**config.mk**
```make
export PLATFORM = sky130hd
export DESIGN_NAME = box_bank
export DESIGN_NICKNAME = d
export VERILOG_FILES = /design/src/rtl/box_bank.sv
export SDC_FILE = /design/constraint.sdc
export NUM_CORES = 1
export LEC_CHECK = 0
export CAP_MARGIN = 20
export CORE_MARGIN = 2
export CORE_UTILIZATION = 35
export DETAILED_ROUTE_END_ITERATION = 8
export GPL_TIMING_DRIVEN = 0
export PLACE_DENSITY = 0.55
export RECOVER_POWER = 50
export SETUP_SLACK_MARGIN = 0.15
export SLEW_MARGIN = 25
export SYNTH_ARGS = -nofsm -noshare
export SYNTH_HDL_FRONTEND = slang
export SYNTH_SLANG_ARGS = --single-unit
```
**constraint.sdc**
```tcl
create_clock -name clk_i -period 5 [get_ports clk_i]
set_clock_uncertainty 0.05 [all_clocks]
set_input_delay 1.5 -clock clk_i [delete_from_list [all_inputs] [get_ports clk_i]]
set_output_delay 1.5 -clock clk_i [all_outputs]
set_load 0.02 [all_outputs]
```
**src/rtl/box_bank.sv**
```systemverilog
// WIDTH x DEPTH register bank: registered write-first reads, per-entry valid bits,
// bulk clear, occupancy count and a sticky out-of-range error flag.
module box_bank #(
   parameter int unsigned WIDTH  = 8,
   parameter int unsigned DEPTH  = 4,
   parameter int unsigned ADDR_W = 2
) (
   input  logic              clk_i,
   input  logic              rst_ni,
   input  logic              write_enable_i,
   input  logic [ADDR_W-1:0] write_address_i,
   input  logic [WIDTH-1:0]  write_data_i,
   input  logic              read_enable_i,
   input  logic [ADDR_W-1:0] read_address_i,
   input  logic              clear_i,
   output logic [WIDTH-1:0]  read_data_o,
   output logic              read_active_o,
   output logic              read_valid_o,
   output logic [ADDR_W:0]   occupied_o,
   output logic              error_o
);

   localparam logic [ADDR_W:0] DepthA = (ADDR_W + 1)'(DEPTH);

   logic [WIDTH-1:0] mem_q [DEPTH];
   logic [WIDTH-1:0] mem_d [DEPTH];
   logic [DEPTH-1:0] valid_q, valid_d;
   logic [WIDTH-1:0] read_data_q, read_data_d;
   logic             read_active_q, read_active_d;
   logic             read_valid_q, read_valid_d;
   logic [ADDR_W:0]  occupied_q, occupied_d;
   logic             error_q, error_d;
   logic             wr_in_range, rd_in_range;

   always_comb begin
      wr_in_range   = ({1'b0, write_address_i} < DepthA);
      rd_in_range   = ({1'b0, read_address_i} < DepthA);
      mem_d         = mem_q;
      valid_d       = clear_i ? '0 : valid_q;
      occupied_d    = '0;
      read_data_d   = read_data_q;
      read_active_d = read_enable_i;
      read_valid_d  = 1'b0;
      error_d       = error_q | (write_enable_i & ~wr_in_range) |
                      (read_enable_i & ~rd_in_range);

      // Clear is applied before the write so a same-cycle write survives.
      for (int unsigned i = 0; i < DEPTH; i++) begin
         if (write_enable_i && wr_in_range && write_address_i == ADDR_W'(i)) begin
            mem_d[i]   = write_data_i;
            valid_d[i] = 1'b1;
         end
      end

      for (int unsigned i = 0; i < DEPTH; i++) begin
         occupied_d = occupied_d + (ADDR_W + 1)'(valid_d[i]);
      end

      // Reads see the post-update array, giving write-first bypass.
      if (read_enable_i) begin
         read_data_d = '0;
         for (int unsigned i = 0; i < DEPTH; i++) begin
            if (rd_in_range && read_address_i == ADDR_W'(i) && valid_d[i]) begin
               read_data_d  = mem_d[i];
               read_valid_d = 1'b1;
            end
         end
      end
   end

   always_ff @(posedge clk_i) begin
      if (!rst_ni) begin
         for (int unsigned i = 0; i < DEPTH; i++) begin
            mem_q[i] <= '0;
         end
         valid_q       <= '0;
         read_data_q   <= '0;
         read_active_q <= 1'b0;
         read_valid_q  <= 1'b0;
         occupied_q    <= '0;
         error_q       <= 1'b0;
      end else begin
         mem_q         <= mem_d;
         valid_q       <= valid_d;
         read_data_q   <= read_data_d;
         read_active_q <= read_active_d;
         read_valid_q  <= read_valid_d;
         occupied_q    <= occupied_d;
         error_q       <= error_d;
      end
   end

   assign read_data_o   = read_data_q;
   assign read_active_o = read_active_q;
   assign read_valid_o  = read_valid_q;
   assign occupied_o    = occupied_q;
   assign error_o       = error_q;

endmodule

```
==> results.cfg <==
[run_status]
status = completed

[critical_path]
worst_setup_path_start_kind = input port
cpPeakStageDelay_ps = 930
crit_fanout = 10
critPathCaptureType = flip-flop
timing_worst_setup_path_type = input port to flip-flop
cp_data_arrival_time_ps = 4450
worstPathCellList = dlygate4sd3_1, nand3b_1, a211oi_1, a221oi_1, a211oi_1, o221a_2
crit_top_cell = a211oi_1
critPathRequiredTime_ps = 5210
worst_path_max_delay_cell = a211oi_1

[global_routing]
grt_first_pass_wirelength_um = 10290
grt_remaining_overflow = 0
track_usage_pct = 17.61
grt_start_max_net_pins = 17
antenna_found_initial = 0
first_global_vias = 2000

[timing]
relSlewSlack_pct = 35.07
fmax_mhz = 236.2
setup_viol = 0
final-hold-violation-count = 0
layout_min_cycle_time_ps = 4234
rsz0062_at_grt = false
fin_crit_sh_pct = 84.68
fin_tns_setup_ps = 0
whs_ps = 424.2
slew_viol_final = 0
worst_slew_pin_slew_ps = 968.1

[logic_synthesis]
syn_avg_cell_area_sq_um = 8.938
synth_area_sq_mm = 0.002431
synthCells = 272
synth_seq_cells = 49
synthDistinctLibCells = 45
synthArstFlopShare_pct = 0
synth_edf_count = 0
synthFlopType = dfxtp_1
yosys_warnings = 0
yosysSeqAreaShare_pct = 40.35
syn-num-nets = 292

[layout]
fillCellCount = 686
antenna_cells = 0
final_nets = 324
post-route-util_pct = 42.85
drive_gt1_share_pct = 9.180
multiInputGateArea_sq_mm = 0.001324
synthToLayoutAreaGrowth_pct = 19.09
area.sequential_sq_um = 980.9

[detailed_routing]
wl_um = 6317
drt-pass1-iter-count = 4
antenna_left = 0
route.detailed.drc = 0
wl_per_cell_um = 16.41
vias_per_cell = 5.301
vias = 2041
drt_iter0_drc = 116

[clock_tree]
root_buffer = clkbuf_8
cts.repair.resized = 0
cts_buffers = 5
cts_buffer_depth = 2
path_clk_slew_ps = 100
tritoncts = yes
insertion_delay_ps = 310
cts.htree.levels = 2
hold_buffers = 0
cts_sinks = 49
cts_setup_buffers = 0

[min_path]
hp-class = flip-flop to flip-flop

[die]
die_area_sq_mm = 0.007628
core_area_sq_mm = 0.006756
pin_count = 31
rows = 30
start_util_pct = 35.98
die_w_um = 87.34
die_h_um = 87.34

[flow_run]
cap_violations = 0

[pwr]
p_per_area_mw_per_mm2 = 299.4
vdd_ir_drop_max_mv = 0.1252
fin_total_pwr_mw = 0.8668
leakagePower_nw = 1.166

[placed_design]
finalWeightedCongestion = 0.8554
portBuffers = 25
dp_hpwl_um = 4655
state kept, by name, indices dropped and copies added (netlist names):
register       cells
valid_q            4
read_valid_o       1
read_data_o        8
occupied_o         3
read_active_o      1
mem_q             32
through the flow:
step / area [sq um] / setup WS (ps) / std cells
after global routing: 2895 / 613.5 / 385
after global placement: 2781 / 745.5 / 377
final: 2895 / 765.9 / 385
after detailed placement: 2781 / 750.5 / 377
after floorplan: 2431 / 1629 / 272
after CTS: 2919 / 1062 / 385
layer usage:
layer / track usage, % / wire length [um] / up-vias
met4: 4.895 / 83 / 0
met5: 0 / 0 / -
met1: 23.17 / 3098 / 958
li1: - / - / 1034
met2: 29.34 / 2964 / 40
met3: 3.412 / 171 / 9
where the power goes:
group / switching (mW) / total, mW / leakage [nW] / internal [mW]
clock: 0.139 / 0.340 / 0.0687 / 0.201
combinational: 0.0663 / 0.115 / 0.698 / 0.0487
sequential: 0.00579 / 0.411 / 0.400 / 0.406
total: 0.211 / 0.867 / 1.17 / 0.656
cells by family (layout without fill, tap and decap cells):
| logic type | count (synthesis) | in the layout | synth area share [%] |
|---|---|---|---|
| muxes | 16 | 16 | 6.690 |
| and+or+nand+nor | 112 | 112 | 24.86 |
| other | 1 | 1 | 0.1543 |
| DFF | 49 | 49 | 40.35 |
| buffers and inverters | 24 | 57 | 4.632 |
| AOI/OAI and AO/OA | 67 | 67 | 21.46 |
| adders and majority gates | 3 | 3 | 1.853 |
final timing paths:
path / from / end / slack [ps] / cells past startpoint
setup / recovery: write_address_i[1] / read_data_o[0] / 770 / 6
hold / removal: mem_q[13] / mem_q[13] / 420 / 2
setup reg to reg: valid_q[1] / read_data_o[0] / 2780 / 5
hold reg to reg: mem_q[13] / mem_q[13] / 420 / 2
area by class of cell:
type / instances / area share (%)
Tap cell: 80 / 3.457
Clock inverter: 3 / 2.377
Multi-Input combinational cell: 199 / 45.72
Inverter: 4 / 0.5186
Sequential cell: 49 / 33.88
Timing Repair Buffer: 25 / 8.643
Buffer: 20 / 3.025
Clock buffer: 5 / 2.377
worst max-delay path, delay by kind of cell:
kind / cells / cell delay (ps)
compound gates: 4 / 1800
buf+inv: 1 / 630
simple gates: 1 / 520
placed cells by master, fill, tap and decap left out, types with 3 or more instances in the layout:
cell type / synthesis / final
clkdlybuf4s50_1: 0 / 11
a21oi_1: 3 / 3
a21bo_2: 3 / 3
and2_1: 11 / 10
and3_1: 6 / 6
o21ai_0: 9 / 9
mux2i_1: 14 / 14
a21boi_0: 16 / 16
nand3_1: 4 / 4
nor2b_1: 17 / 17
o31a_1: 5 / 5
dlygate4sd3_1: 0 / 14
clkbuf_1: 11 / 14
a211oi_1: 11 / 11
nor3_1: 10 / 10
inv_1: 4 / 4
nand2_1: 38 / 38
nand2b_1: 5 / 5
dfxtp_1: 49 / 49
o221a_2: 5 / 5
nor2_1: 9 / 9
clkbuf_8: 0 / 5
a221oi_1: 5 / 5
cells in the mapped netlist (all sizes together) (3+ instances only):
library cell	n	area, sq um
inv	4	15.01
a21oi	3	15.01
clkbuf	13	51.30
nor3	10	50.05
nand3	4	20.02
a221oi	5	43.79
o31a	5	43.79
and2	11	68.82
nor2	9	33.78
a21bo	3	30.03
nor2b	17	106.4
nand2b	5	31.28
mux2i	14	140.1
o21ai	9	45.04
dfxtp	49	980.9
and3	6	37.54
nand2	38	142.6
buf	7	46.29
a21boi	16	120.1
o221a	5	56.30
a211oi	11	82.58
Note: power is estimated with default switching activity, not from simulation.
==> patch: new RTL, config.mk and constraints unchanged <==
Set the parameter `WIDTH` to 10 (it was 8).
--- a/src/rtl/box_bank.sv
+++ b/src/rtl/box_bank.sv
@@ -3,3 +3,3 @@
 module box_bank #(
-   parameter int unsigned WIDTH  = 8,
+   parameter int unsigned WIDTH  = 10,
    parameter int unsigned DEPTH  = 4,
Ports: changed (resized read_data_o and write_data_i); port bits go from 31 to 35. No check against the original RTL was run, so the function may have changed too.
==> patch against the unedited design <==
- sequential share of layout area is 1.3 points lower
- wire length is 37% higher
- largest cell class unchanged
- fmax is 1.8% lower
- highest routed layer unchanged
- global-route usage is 2.7 points higher
- sequential cell count is 10 higher
- setup slack worse by 0.079 ns
- power is 30% higher
- worst hold slack worse by 0.0068 ns
- area after synthesis is 23% higher
- critical endpoint is now occupied_o[1]$_SDFF_PN0_
- final area is 25% higher
==> patch: results (changes against the unedited design) <==
synth.distinct_cells: 56  # +24%
place_congestion: 0.8434  # -1.4%
htreeDepth: 3  # +1
vdd.ir_drop.worst_v: 0.0001183  # -5.5%
grt_pass1_wl_um: 13910  # +35%
path_clk_slew_ns: 0.07  # -0.03 ns
numCtsBuffers: 9  # +4
p_leak_nw: 1.422  # +22%
slew-limit-headroom_pct: 22.09  # -13 points
synth_compound_area_share_pct: 26.52  # +5.1 points
largest_reg_flops: 40  # +25%
status: "complete, no violations"
drt_iter0_markers: 139  # +20%
worstPathArrival_ns: 4.51  # +0.06 ns
dr_total_vias: 2620  # +28%
muxShareOfSynthArea_pct: 4.762  # -1.9 points
synth_commonest_cells: "dfxtp_1, nand2_1, a21boi_0"
grt_max_degree: 11  # -6
netlist_top_cells_area: "dfxtp_1, nand2_1, a21boi_0"
seq_area_frac_synth_pct: 39.43  # -0.92 points
fin_crit_ns: 4.313  # +0.07913 ns
firstDrtPassIters: 5  # +1
routed_wl_um: 8653  # +37%
synthesis.nets: 356  # +22%
fin_nets: 398  # +23%
io_buffers: 31  # +24%
n_fill_cell: 838  # +22%
internal_power_mw: 0.8275  # +26%
[patch: metal layers]
layer | vias up | global-route usage, % | routed length (um)
met5 | - | 0 | 0
met4 | 0 | 6.690 | 145
met3 | 14 | 3.724 | 581
met2 | 76 | 30.50 | 3743
met1 | 1227 | 29.28 | 4182
li1 | 1303 | - | -
[patch: through the flow]
| step | cell area [sq um] | std cells | hold WS, ns | worst slack, ns | total power, mW |
|---|---|---|---|---|---|
| floorplan | 2995 | 334 | 0.3887 | 1.628 | 0.6058 |
| global placement | 3437 | 470 | 0.3979 | 0.8426 | 0.6734 |
| detailed placement | 3437 | 470 | 0.4085 | 0.8218 | 0.6753 |
| CTS | 3650 | 486 | 0.4179 | 1.190 | 1.141 |
| global route | 3630 | 486 | 0.4378 | 0.5492 | 1.177 |
| finish | 3630 | 486 | 0.4174 | 0.6867 | 1.127 |
[patch: cell families after synthesis]
logic type | count (synthesis)
buffers and inverters | 32
AOI/OAI and AO/OA | 103
muxes | 14
other | 1
DFF | 59
and+or+nand+nor | 122
adders and majority gates | 3
[patch: final cells by class]
type                    instances  area, sq um  share of cell area (%)
multi-input cells             243         1649                   45.43
inverters                       5        18.77                  0.5171
flip-flops and latches         59         1181                   32.54
clock buffers                  12        165.2                   4.550
clock inverters                 4        47.55                   1.310
well taps                     105        131.4                   3.619
repair buffers                 31        310.3                   8.549
plain buffers                  27        126.4                   3.482
[patch: worst paths after layout]
path                                             from                  endpoint  slack (ns)  cells past startpoint
worst min register to register   mem_q[30]$_SDFF_PN0_      mem_q[30]$_SDFF_PN0_        0.42                      2
worst max-delay path                   write_enable_i  occupied_o[1]$_SDFF_PN0_        0.69                      9
worst max register to register  valid_q[0]$_SDFF_PN0_  occupied_o[1]$_SDFF_PN0_        2.81                      7
worst min-delay path             mem_q[30]$_SDFF_PN0_      mem_q[30]$_SDFF_PN0_        0.42                      2
[patch: worst max-delay path, cell delays in order]
cell             delay [ns]
clkdlybuf4s50_1        0.50
buf_4                  0.18
nor3b_1                0.95
nor2_1                 0.18
inv_1                  0.16
fa_1                   0.41
ha_1                   0.20
ha_1                   0.26
and2_1                 0.16
[patch: power by group through the flow]
stage	logic (mW)	registers (mW)	clock network, mW
after floorplan	0.0882	0.518	0
final	0.161	0.499	0.467
after global routing	0.177	0.501	0.498
after detailed placement	0.165	0.510	0
after CTS	0.166	0.499	0.475
after global placement	0.164	0.510	0
